**src/rtl/glyph_fetch_scheduler_pkg.sv**
```systemverilog
// Shared definitions for the glyph fetch scheduler: glyph code values,
// pointer-table strides, the scan FSM encoding and the indicator code mapping.
// No logic; imported by every file of the block.
package glyph_fetch_scheduler_pkg;

  // Glyph codes as understood by the digit pointer table
  localparam logic [3:0] DIGIT_MAX  = 4'd9;
  localparam logic [3:0] CODE_AM    = 4'd10;
  localparam logic [3:0] CODE_PM    = 4'd11;
  localparam logic [3:0] CODE_24H   = 4'd12;
  localparam logic [3:0] CODE_RED   = 4'd13;
  localparam logic [3:0] CODE_GREEN = 4'd14;
  localparam logic [3:0] CODE_BLANK = 4'd15;

  // Rows between consecutive glyphs in the sprite ROMs
  localparam int DIGIT_STRIDE = 60;
  localparam int IND_STRIDE   = 20;

  typedef enum logic [1:0] {
    WAIT_FRAME = 2'd0,
    IDLE_LINE  = 2'd1,
    SCAN       = 2'd2
  } scan_state_t;

  // Indicator mode to glyph code: 0=AM, 1=PM, 2=24H, 3=blank
  function automatic logic [3:0] ind_code(input logic [1:0] mode);
    case (mode)
      2'd0:    ind_code = CODE_AM;
      2'd1:    ind_code = CODE_PM;
      2'd2:    ind_code = CODE_24H;
      default: ind_code = CODE_BLANK;
    endcase
  endfunction

endpackage

```
**src/rtl/glyph_fetch_scheduler_if.sv**
```systemverilog
// Bundles the digit-update handshake (upd_req/upd_data/upd_ack) and the
// pointer-table lookup (tbl_value out, tbl_point_y back, combinational).
// master = timekeeping + pointer table side, slave = glyph_fetch_scheduler.
interface glyph_fetch_scheduler_if #(
  parameter int NUM_SLOTS = 8
);
  logic                   upd_req;
  logic [4*NUM_SLOTS-1:0] upd_data;
  logic                   upd_ack;
  logic [3:0]             tbl_value;
  logic [9:0]             tbl_point_y;

  modport master (
    output upd_req, upd_data, tbl_point_y,
    input  upd_ack, tbl_value
  );

  modport slave (
    input  upd_req, upd_data, tbl_point_y,
    output upd_ack, tbl_value
  );
endinterface

```
**src/rtl/glyph_fetch_scheduler_code_buffer.sv**
```systemverilog
// glyph_code_buffer: pending/shadow digit banks with req/ack and frame commit.
// Latency: upd_ack one clk after upd_req; shadow changes only on frame_start.
// Backpressure: none, every request is accepted; later data overwrites pending.
// Ports: clk, rst_n, upd_req/upd_data in, upd_ack out, frame_start in,
//        shadow out (slot0 in [3:0]). With INDICATOR_SLOT_EN also
//        ind_mode in / shadow_ind out, buffered the same way.
module glyph_code_buffer #(
  parameter int NUM_SLOTS = 8
) (
  input  logic                   clk,
  input  logic                   rst_n,
  input  logic                   upd_req,
  input  logic [4*NUM_SLOTS-1:0] upd_data,
  input  logic                   frame_start,
`ifdef INDICATOR_SLOT_EN
  input  logic [1:0]             ind_mode,
  output logic [1:0]             shadow_ind,
`endif
  output logic                   upd_ack,
  output logic [4*NUM_SLOTS-1:0] shadow
);

  logic [4*NUM_SLOTS-1:0] pending;
  logic                   pend_full;
`ifdef INDICATOR_SLOT_EN
  logic [1:0]             pending_ind;
`endif

  always_ff @(posedge clk or negedge rst_n) begin
    if (!rst_n) begin
      pending   <= '0;
      shadow    <= '0;
      pend_full <= 1'b0;
      upd_ack   <= 1'b0;
`ifdef INDICATOR_SLOT_EN
      pending_ind <= '0;
      shadow_ind  <= '0;
`endif
    end else begin
      upd_ack <= upd_req;
      if (upd_req && frame_start) begin
        // Request coincides with the commit point: it goes live this frame.
        pending   <= upd_data;
        shadow    <= upd_data;
        pend_full <= 1'b0;
`ifdef INDICATOR_SLOT_EN
        pending_ind <= ind_mode;
        shadow_ind  <= ind_mode;
`endif
      end else if (upd_req) begin
        pending   <= upd_data;
        pend_full <= 1'b1;
`ifdef INDICATOR_SLOT_EN
        pending_ind <= ind_mode;
`endif
      end else if (frame_start) begin
        // With pend_full clear, pending already equals shadow, so the copy
        // is only needed when something new is waiting.
        if (pend_full) begin
          shadow <= pending;
`ifdef INDICATOR_SLOT_EN
          shadow_ind <= pending_ind;
`endif
        end
        pend_full <= 1'b0;
      end
    end
  end

endmodule

```
**src/rtl/glyph_fetch_scheduler.sv**
```systemverilog
// glyph_fetch_scheduler: walks the glyph band per raster line, feeds digit codes
// to the pointer table and forms sprite-ROM addresses.
// Latency: 2 pix_ticks from a pixel to rom_addr/pix_valid; outputs hold between
// ticks. Backpressure: none, raster-driven; updates never stall the requester.
// Ports: clk, rst_n, pix_tick, pixel_x/pixel_y, frame_start; bus (slave modport:
//        upd_req/upd_data/upd_ack, tbl_value/tbl_point_y); rom_addr, pix_valid,
//        busy. Macro INDICATOR_SLOT_EN adds ind_mode in and rom_sel out.
module glyph_fetch_scheduler
  import glyph_fetch_scheduler_pkg::*;
#(
  parameter int NUM_SLOTS = 8,
  parameter int SLOT_W    = 32,
  parameter int SLOT_H    = 60,
  parameter int X0        = 64,
  parameter int Y0        = 200,
  parameter int ADDR_W    = 15
) (
  input  logic                 clk,
  input  logic                 rst_n,
  input  logic                 pix_tick,
  input  logic [9:0]           pixel_x,
  input  logic [9:0]           pixel_y,
  input  logic                 frame_start,
  glyph_fetch_scheduler_if.slave bus,
  output logic [ADDR_W-1:0]    rom_addr,
  output logic                 pix_valid,
  output logic                 busy
`ifdef INDICATOR_SLOT_EN
  ,
  input  logic [1:0]           ind_mode,
  output logic                 rom_sel
`endif
);

  localparam int COL_W = $clog2(SLOT_W);
  localparam int ROW_W = $clog2(SLOT_H);
  localparam int HI_W  = ADDR_W - COL_W;

  localparam logic [9:0] X_START = 10'(X0 - 1);
  localparam logic [9:0] Y_LO    = 10'(Y0);
  localparam logic [9:0] Y_HI    = 10'(Y0 + SLOT_H);
`ifdef INDICATOR_SLOT_EN
  localparam logic [3:0] LAST_SLOT = 4'(NUM_SLOTS);
`else
  localparam logic [3:0] LAST_SLOT = 4'(NUM_SLOTS - 1);
`endif

  // ---------------------------------------------------------------------------
  // Digit code double buffer
  // ---------------------------------------------------------------------------
  logic [4*NUM_SLOTS-1:0] shadow;
`ifdef INDICATOR_SLOT_EN
  logic [1:0]             shadow_ind;
`endif

  glyph_code_buffer #(
    .NUM_SLOTS (NUM_SLOTS)
  ) u_code_buffer (
    .clk         (clk),
    .rst_n       (rst_n),
    .upd_req     (bus.upd_req),
    .upd_data    (bus.upd_data),
    .frame_start (frame_start),
`ifdef INDICATOR_SLOT_EN
    .ind_mode    (ind_mode),
    .shadow_ind  (shadow_ind),
`endif
    .upd_ack     (bus.upd_ack),
    .shadow      (shadow)
  );

  // ---------------------------------------------------------------------------
  // Scan FSM
  // ---------------------------------------------------------------------------
  scan_state_t      state_q, state_d;
  logic [COL_W-1:0] col_q, col_d;
  logic [3:0]       slot_q, slot_d;
  logic [ROW_W-1:0] row_q, row_d;

  logic start_line;
  assign start_line = pix_tick && (pixel_x == X_START) &&
                      (pixel_y >= Y_LO) && (pixel_y < Y_HI);

  always_ff @(posedge clk or negedge rst_n) begin
    if (!rst_n) begin
      state_q <= WAIT_FRAME;
      col_q   <= '0;
      slot_q  <= '0;
      row_q   <= '0;
    end else begin
      state_q <= state_d;
      col_q   <= col_d;
      slot_q  <= slot_d;
      row_q   <= row_d;
    end
  end

  always_comb begin
    state_d = state_q;
    col_d   = col_q;
    slot_d  = slot_q;
    row_d   = row_q;
    case (state_q)
      WAIT_FRAME: begin
        if (frame_start) state_d = IDLE_LINE;
      end
      IDLE_LINE: begin
        if (start_line) begin
          row_d   = ROW_W'(pixel_y - Y_LO);
          col_d   = '0;
          slot_d  = '0;
          state_d = SCAN;
        end
      end
      SCAN: begin
        if (frame_start) begin
          state_d = IDLE_LINE;
        end else if (pix_tick) begin
          if (col_q == COL_W'(SLOT_W - 1)) begin
            col_d = '0;
            // Slot stays put on the final wrap so it never points past the band.
            if (slot_q == LAST_SLOT) state_d = IDLE_LINE;
            else                     slot_d  = slot_q + 4'd1;
          end else begin
            col_d = col_q + COL_W'(1);
          end
        end
      end
      default: state_d = WAIT_FRAME;
    endcase
  end

  assign busy = (state_q == SCAN);

  // ---------------------------------------------------------------------------
  // Slot code select
  // ---------------------------------------------------------------------------
  logic [3:0] code_sel;
  always_comb begin
    code_sel = 4'd0;
    for (int i = 0; i < NUM_SLOTS; i++) begin
      if (slot_q == 4'(i)) code_sel = shadow[i*4 +: 4];
    end
`ifdef INDICATOR_SLOT_EN
    if (slot_q == LAST_SLOT) code_sel = ind_code(shadow_ind);
`endif
  end

  // ---------------------------------------------------------------------------
  // Stage 1: code/col/row capture; code drives the pointer table
  // ---------------------------------------------------------------------------
  logic [3:0]       code1;
  logic [COL_W-1:0] col1;
  logic [ROW_W-1:0] row1;
  logic             v1;
`ifdef INDICATOR_SLOT_EN
  logic             ind1;
`endif

  always_ff @(posedge clk or negedge rst_n) begin
    if (!rst_n) begin
      code1 <= '0;
      col1  <= '0;
      row1  <= '0;
      v1    <= 1'b0;
`ifdef INDICATOR_SLOT_EN
      ind1  <= 1'b0;
`endif
    end else if (pix_tick) begin
      code1 <= code_sel;
      col1  <= col_q;
      row1  <= row_q;
      v1    <= (state_q == SCAN);
`ifdef INDICATOR_SLOT_EN
      ind1  <= (slot_q == LAST_SLOT);
`endif
    end
  end

  assign bus.tbl_value = code1;

  // ---------------------------------------------------------------------------
  // Stage 2: sprite-ROM address and pixel qualifier
  // ---------------------------------------------------------------------------
  logic [HI_W-1:0] addr_hi;
  logic            valid_d;

  always_comb begin
    addr_hi = HI_W'(bus.tbl_point_y) + HI_W'(row1);
    valid_d = v1 && (code1 <= DIGIT_MAX);
`ifdef INDICATOR_SLOT_EN
    // Indicator glyphs live in their own 20-row ROM band, indexed from AM.
    if (ind1) begin
      addr_hi = HI_W'((code1 - CODE_AM) * IND_STRIDE) + HI_W'(row1);
      valid_d = v1 && (row1 < ROW_W'(IND_STRIDE)) && (code1 != CODE_BLANK);
    end
`endif
  end

  always_ff @(posedge clk or negedge rst_n) begin
    if (!rst_n) begin
      rom_addr  <= '0;
      pix_valid <= 1'b0;
`ifdef INDICATOR_SLOT_EN
      rom_sel   <= 1'b0;
`endif
    end else if (pix_tick) begin
      rom_addr  <= {addr_hi, col1};
      pix_valid <= valid_d;
`ifdef INDICATOR_SLOT_EN
      rom_sel   <= v1 && ind1;
`endif
    end
  end

endmodule
```
**src/flat_wrapper.sv**
```systemverilog
// flat-port wrapper written by rule: the top's interface ports become plain ports
module glyph_fetch_scheduler_flat import glyph_fetch_scheduler_pkg::*;
#(
  parameter int NUM_SLOTS = 8,
  parameter int SLOT_W    = 32,
  parameter int SLOT_H    = 60,
  parameter int X0        = 64,
  parameter int Y0        = 200,
  parameter int ADDR_W    = 15
)
  (clk, rst_n, pix_tick, pixel_x, pixel_y, frame_start, rom_addr, pix_valid, busy, bus_upd_req, bus_upd_data, bus_tbl_point_y, bus_upd_ack, bus_tbl_value);
  glyph_fetch_scheduler_if #(.NUM_SLOTS(NUM_SLOTS)) bus_i ();
  input  logic clk;
  input  logic rst_n;
  input  logic pix_tick;
  input  logic [9:0] pixel_x;
  input  logic [9:0] pixel_y;
  input  logic frame_start;
  output logic [ADDR_W-1:0] rom_addr;
  output logic pix_valid;
  output logic busy;
  input wire logic [$bits(bus_i.upd_req)-1:0] bus_upd_req;
  input wire logic [$bits(bus_i.upd_data)-1:0] bus_upd_data;
  input wire logic [$bits(bus_i.tbl_point_y)-1:0] bus_tbl_point_y;
  output wire logic [$bits(bus_i.upd_ack)-1:0] bus_upd_ack;
  output wire logic [$bits(bus_i.tbl_value)-1:0] bus_tbl_value;
  assign bus_i.upd_req = bus_upd_req;
  assign bus_i.upd_data = bus_upd_data;
  assign bus_i.tbl_point_y = bus_tbl_point_y;
  assign bus_upd_ack = bus_i.upd_ack;
  assign bus_tbl_value = bus_i.tbl_value;
  glyph_fetch_scheduler #(.NUM_SLOTS(NUM_SLOTS), .SLOT_W(SLOT_W), .SLOT_H(SLOT_H), .X0(X0), .Y0(Y0), .ADDR_W(ADDR_W)) u_core (.clk(clk), .rst_n(rst_n), .pix_tick(pix_tick), .pixel_x(pixel_x), .pixel_y(pixel_y), .frame_start(frame_start), .bus(bus_i), .rom_addr(rom_addr), .pix_valid(pix_valid), .busy(busy));
endmodule
```
**config.mk**
```make
export PLATFORM = sky130hd
export DESIGN_NAME = glyph_fetch_scheduler_flat
export DESIGN_NICKNAME = d
export VERILOG_FILES = /design/src/rtl/glyph_fetch_scheduler_pkg.sv /design/src/rtl/glyph_fetch_scheduler_if.sv /design/src/rtl/glyph_fetch_scheduler_code_buffer.sv /design/src/rtl/glyph_fetch_scheduler.sv /design/src/flat_wrapper.sv
export SDC_FILE = /design/constraint.sdc
export NUM_CORES = 1
export LEC_CHECK = 0
export BUFFER_PORTS_ARGS = -buffer_cell sky130_fd_sc_hd__buf_2
export CAP_MARGIN = 20
export CORE_AREA = 2 2 116 118
export DETAILED_ROUTE_END_ITERATION = 6
export DIE_AREA = 0 0 118 120
export REMOVE_ABC_BUFFERS = 1
export SLEW_MARGIN = 20
export SYNTH_ARGS = -nofsm -noshare
export SYNTH_HDL_FRONTEND = slang
export SYNTH_HIERARCHICAL = 1
export SYNTH_SLANG_ARGS = --single-unit
```
**constraint.sdc**
```tcl
create_clock -name clk -period 2.65 [get_ports clk]
set_input_delay 0.265 -clock clk [delete_from_list [all_inputs] [get_ports clk]]
set_output_delay 0.265 -clock clk [all_outputs]
set_load 0.03 [all_outputs]
```
==> run metrics, run 1 <==
DR iter-0 viols=431; fin crit share=85.20%; Power Internal=3.662 mW; Clock Sinks=115; drt total wl=12.64 mm; GRT Util Overall=19.11%; sequential power share=41.9%; # diodes=0; Peak Freq=442.9 MHz; count of final setup violators=0; Reg area=0.002878 mm²; Rows=42; Synthesis Warnings=6; Die Ht=120 µm; R2R Setup Slk=0.39 ns; vias per cell=5.317; Crit-path slowest cell=fa_1; Slew headroom=40.89%; sequential share of the synthesized area=50.68%; Post-DP Area=0.006262 mm²; Hold WC Path Type=in -> reg; Final HPWL DP=8.482 mm; switch share=23.59%; post-synth top area share=50.68%; commonest non-fill, non-tap cell in the layout=dfrtp_1; Nets=689; CTS tree=built; post-route ant nets=0; DRC errors left=0; static leakage=3.448 nW; CORE AREA=0.01298 mm²; WP data required=2.94 ns; Synth Instances=522; Max VDD drop=0.3954 mV; post-synth top area cell=dfrtp_1; setup TNS=0 ns; Slew Limit Fails=0; wire per inst=15.90 µm; Netlist cell types=46; status=completed; placer congestion estimate=0.9313; PortBufs=88; first-pass GRT wire length=21.47 mm; Avg Inst Size Synth=10.88 µm²; Combinational Power Share=11.0%; TritonCTS Buffers=17; GRT overflow=0; Area contributors post-synth=dfrtp_1 (51%), mux2_2 (11%), a222oi_1 (5.6%); Tightest Pin Transition=0.8832 ns; unrepaired setup endpoints after global routing=false; CP Capture Type=flop; post-CTS resize count=0; I/O Pins=89; # Post-CTS Setup Buffers=0; WP data arrival=2.55 ns; Layout Cell Area excl Fill=0.006862 mm²; clk slew on worst S/H paths=0.05 ns; drt pass-1 iters=6; later-pin clock latency in the skew report=0.41 ns; setup slack after layout=0.3921 ns; Psw=1.130 mW; number of synthesized flops with an enable pin=0; #FFs+latches synth=115; CTS Buffer Depth=2; most frequent cells in the layout=dfrtp_1 (115), buf_2 (87), inv_1 (75); die area=0.01416 mm²; Die W=118 µm; starting density of the core=43.74%; Placement Setup Slack=0.4317 ns; worst path bufs/invs=0; Synth Flop Type=dfrtp_1; pin count of the biggest net entering global routing=52; max_cap viols=0; PD cells=698.4 mW/mm²; max incr delay on CP=0.44 ns; Fin Hold WS=0.09367 ns; crit-path max FO=3; Startpoint Class=flop; H-Tree Depth=4; Syn Std Cell Area=0.005678 mm²; Worst Skew=0.008101 ns; share of post-route cells with drive strength above 1=29.73%; Multi-input gate area=0.002375 mm²; Final Hold Viols=0; CP Cell Sequence=ha_1 > fa_1 > a211oi_1 > o21bai_1 > a21oi_1 > xnor2_1 > mux2_2; vias in the first global route=4363; crit path kind=reg -> reg; power share of the clock group=47.1%; Final min period=2.258 ns; clk root buf=clkbuf_16; kind of cell adding the most delay to the critical path=compound AO/OA/AOI/OAI gates; antenna violations before repair=0; Synth async-reset ratio=100.0%; DR vias=4227; Synth-to-Final Area Change=20.85%; Filler cells=1219
-- cells by family after synthesis --
group,Yosys count,synth area share (%)
XOR/XNOR,8,1.234
buffers and inverters,104,7.734
AO/OA/AOI/OAI,107,14.35
adder cells (fa/ha/maj),14,3.217
flip-flops,115,50.68
AND/OR/NAND/NOR,116,11.33
multiplexers,58,11.46
-- worst paths after layout --
| path | start | to | cells after the start |
|---|---|---|---|
| max in group asynchronous | rst_n | u_core/u_code_buffer/pend_full | 3 |
| worst min register to register | u_core/state_q[0] | u_core/state_q[0] | 1 |
| worst max-delay path | u_core/row1[0] | u_core/rom_addr[11] | 7 |
| min in group asynchronous | rst_n | u_core/rom_addr[6] | 2 |
| worst min-delay path | pixel_y[0] | u_core/row_q[0] | 2 |
| worst max register to register | u_core/row1[0] | u_core/rom_addr[11] | 7 |
-- metrics by stage --
step | std cells | power, mW | util, %
after floorplan | 493 | 2.316 | -
after global placement | 764 | 2.549 | 48.19
after detailed placement | 764 | 2.564 | 48.25
after CTS | 795 | 4.853 | 52.86
after global routing | 795 | 5.008 | 52.86
final | 795 | 4.792 | 52.86
-- final cells by class --
class	instances	area share [%]
Clock inverter	4	1.021
Clock buffer	26	7.567
Tap cell	176	3.209
Multi-Input combinational cell	303	34.61
Inverter	75	4.103
Timing Repair Buffer	96	7.549
Sequential cell	115	41.94
-- Yosys cell counts, drive strengths merged (4+ instances only) --
library cell / number
nor3: 4
a221oi: 8
ha: 13
a21o: 7
buf: 14
mux2: 56
a222oi: 32
o21ai: 20
a2bb2oi: 4
o32ai: 4
dfrtp: 115
inv: 75
nor2b: 41
clkbuf: 15
a211oi: 4
a21oi: 18
nand3: 7
and2: 4
nand2: 18
xnor2: 6
nor2: 23
-- routing by layer --
| layer | GRT usage [%] | share of wire, % |
|---|---|---|
| met5 | 0 | 0 |
| met4 | 7.455 | 0.92 |
| met3 | 5.181 | 5.2 |
| met2 | 30.63 | 48 |
| met1 | 24.76 | 46 |
-- worst register-to-register path, cell delays in order, from the launching register on --
cell and delay (ns):
dfrtp_1 0.37, ha_1 0.23, fa_1 0.44, a211oi_1 0.36
o21bai_1 0.12, a21oi_1 0.27, xnor2_1 0.09, mux2_2 0.26
-- registers in the layout, summed over array words and instances, names as in the netlist --
signal	flops
u_core/rom_addr	15
u_core/bus.tbl_value	4
u_core/state_q	2
u_core/slot_q	4
u_core/col_q	5
u_core/pix_valid	1
u_core/u_code_buffer/pend_full	1
u_core/row1	6
u_core/row_q	6
u_core/u_code_buffer/upd_ack	1
u_core/u_code_buffer/pending	32
u_core/v1	1
u_core/u_code_buffer/shadow	32
u_core/col1	5
-- power by group through the flow --
| stage | Clock [mW] | Combinational (mW) | Sequential (mW) |
|---|---|---|---|
| floorplan | 0 | 0.264 | 2.05 |
| global placement | 0 | 0.516 | 2.03 |
| detailed placement | 0 | 0.527 | 2.04 |
| CTS | 2.31 | 0.532 | 2.01 |
| global route | 2.40 | 0.587 | 2.02 |
| finish | 2.26 | 0.525 | 2.01 |
-- what timing repair did --
item                                    4_1_cts  5_1_grt
hold buffers                                  1        0
endpoints found under the hold margin        33        0
endpoints found under the setup margin        0        0
Note: power is estimated with default switching activity, not from simulation.
==> run 2: changes to the inputs <==
==> constraint.sdc (replaced) <==
create_clock -name clk -period 2.2 [get_ports clk]
set_input_delay 0.22 -clock clk [delete_from_list [all_inputs] [get_ports clk]]
set_output_delay 0.22 -clock clk [all_outputs]
set_load 0.03 [all_outputs]
==> run 2 against run 1 <==
The flow now finishes with violations (DRC); clock power is 28% higher; die area unchanged; power increased by 24%; setup slack got worse by 0.21 ns; non-clock buffer count grew 5; sequential share of layout area fell by 0.65 points; flip-flop and latch count is the same; hold slack lost 0.059 ns; cell count increased by 0.75%; register-to-register slack got worse by 0.21 ns; utilization up 0.83 points; highest routed layer unchanged.
==> run metrics, run 2 (synthesis gave the netlist of run 1 again) <==
status=complete, but fails checks; failing checks=DRC; Die Ht=120 µm; GRT Util Overall=18.66%; CTS Buffer Depth=2; first-pass GRT wire length=20.80 mm; Final Hold Viols=0; Die W=118 µm; Fin Hold WS=0.03478 ns; clk slew on worst S/H paths=0.05 ns; Clock Sinks=115; Slew Limit Fails=0; Total Power=5.952 mW; pin count of the biggest net entering global routing=73; Hold WC Path Type=in -> reg; WP data arrival=2.31 ns; R2R Setup Slk=0.18 ns; PortBufs=88; unrepaired setup endpoints after global routing=false; vias in the first global route=4332; antenna violations before repair=0; Rows=42; Tightest Pin Transition=0.5846 ns; later-pin clock latency in the skew report=0.41 ns; crit path kind=reg -> reg; DR iter-0 viols=387; Layout Cell Area excl Fill=0.006969 mm²; # Post-CTS Setup Buffers=0; crit-path max FO=3; static leakage=3.499 nW; GRT overflow=0; Placement Setup Slack=-0.009659 ns; fin crit share=91.64%; H-Tree Depth=4; setup TNS=0 ns; Max VDD drop=0.4830 mV; most frequent cells in the layout=dfrtp_1 (115), buf_2 (87), inv_1 (75); TritonCTS Buffers=17; CP Capture Type=flop; Synth-to-Final Area Change=22.74%; drt pass-1 iters=7; PD cells=854.0 mW/mm²; post-route ant nets=0; DRC errors left=2; I/O Pins=89; Post-DP Area=0.006317 mm²; wire per inst=15.50 µm; Peak Freq=496.0 MHz; clk root buf=clkbuf_16; Final min period=2.016 ns; # diodes=0; count of final setup violators=0; commonest non-fill, non-tap cell in the layout=dfrtp_1; Startpoint Class=flop; placer congestion estimate=0.8479; Filler cells=1164; vias per cell=5.345; Multi-input gate area=0.002385 mm²; CORE AREA=0.01298 mm²; Reg area=0.002878 mm²; share of post-route cells with drive strength above 1=31.52%; max_cap viols=0; Worst Skew=0.005096 ns; Final HPWL DP=8.533 mm; DR vias=4281; Regs by FF count=u_core/u_code_buffer/pending (32), u_core/u_code_buffer/shadow (32), u_core/rom_addr (15); setup slack after layout=0.1839 ns; CTS tree=built; Slew headroom=60.67%; Nets=694; drt total wl=12.42 mm; starting density of the core=43.74%; WP data required=2.49 ns; die area=0.01416 mm²
[run 2: changes by cell type in the layout (fill, tap and decap cells not counted), moves of 2 or more]
| cell | before | now |
|---|---|---|
| buf_12 | 1 | 3 |
| buf_4 | 7 | 10 |
| bufinv_16 | 2 | 4 |
| clkbuf_1 | 3 | 0 |
| clkbuf_8 | 6 | 3 |
| clkinv_2 | 2 | 6 |
[run 2: worst paths after layout]
check	start	to	cells after the start
max	u_core/row1[0]	u_core/rom_addr[11]	7
min	pixel_y[3]	u_core/row_q[3]	2
max reg2reg	u_core/row1[0]	u_core/rom_addr[11]	7
min reg2reg	u_core/state_q[0]	u_core/state_q[0]	1
max in group asynchronous	rst_n	u_core/bus.tbl_value[2]	3
min in group asynchronous	rst_n	u_core/rom_addr[6]	2
[run 2: where the power goes]
group / leakage, nW / switching (mW) / internal [mW]
sequential: 1.39 / 0.110 / 2.30
clock: 0.311 / 0.936 / 1.96
combinational: 1.80 / 0.355 / 0.288
total: 3.50 / 1.40 / 4.55
[run 2: per-layer routing]
metal	GRT usage (%)	vias to the layer above	share of wire, %
li1	-	2038	-
met1	22.88	2101	44
met2	31.54	124	50
met3	4.895	18	5.2
met4	7.304	0	1.2
met5	0	-	0
[run 2: through the flow]
stage | util [%] | cells
global route | 53.69 | 801
CTS | 53.59 | 801
detailed placement | 48.67 | 769
floorplan | - | 493
global placement | 48.67 | 769
finish | 53.69 | 801
[run 2: what timing repair did]
item	in CTS	in global routing
endpoints found under the setup margin	1	2
endpoints found under the hold margin	115	0
pin swaps	0	0
hold buffers	1	0
gates resized for setup	1	3
[run 2: layout make-up]
class                   instances  share of cell area (%)
inverters                      75                   4.039
well taps                     176                   3.160
clock inverters                11                   2.262
flip-flops and latches        115                   41.29
clock buffers                  20                   6.697
multi-input cells             303                   34.22
repair buffers                101                   8.330
[run 2: worst max-delay path, stage by stage (launching register included)]
cell and delay, ns:
dfrtp_1 0.38, ha_1 0.22, fa_2 0.39, a211oi_2 0.22, o21bai_1 0.13, a21oi_2 0.20, xnor2_1 0.08, mux2_2 0.27
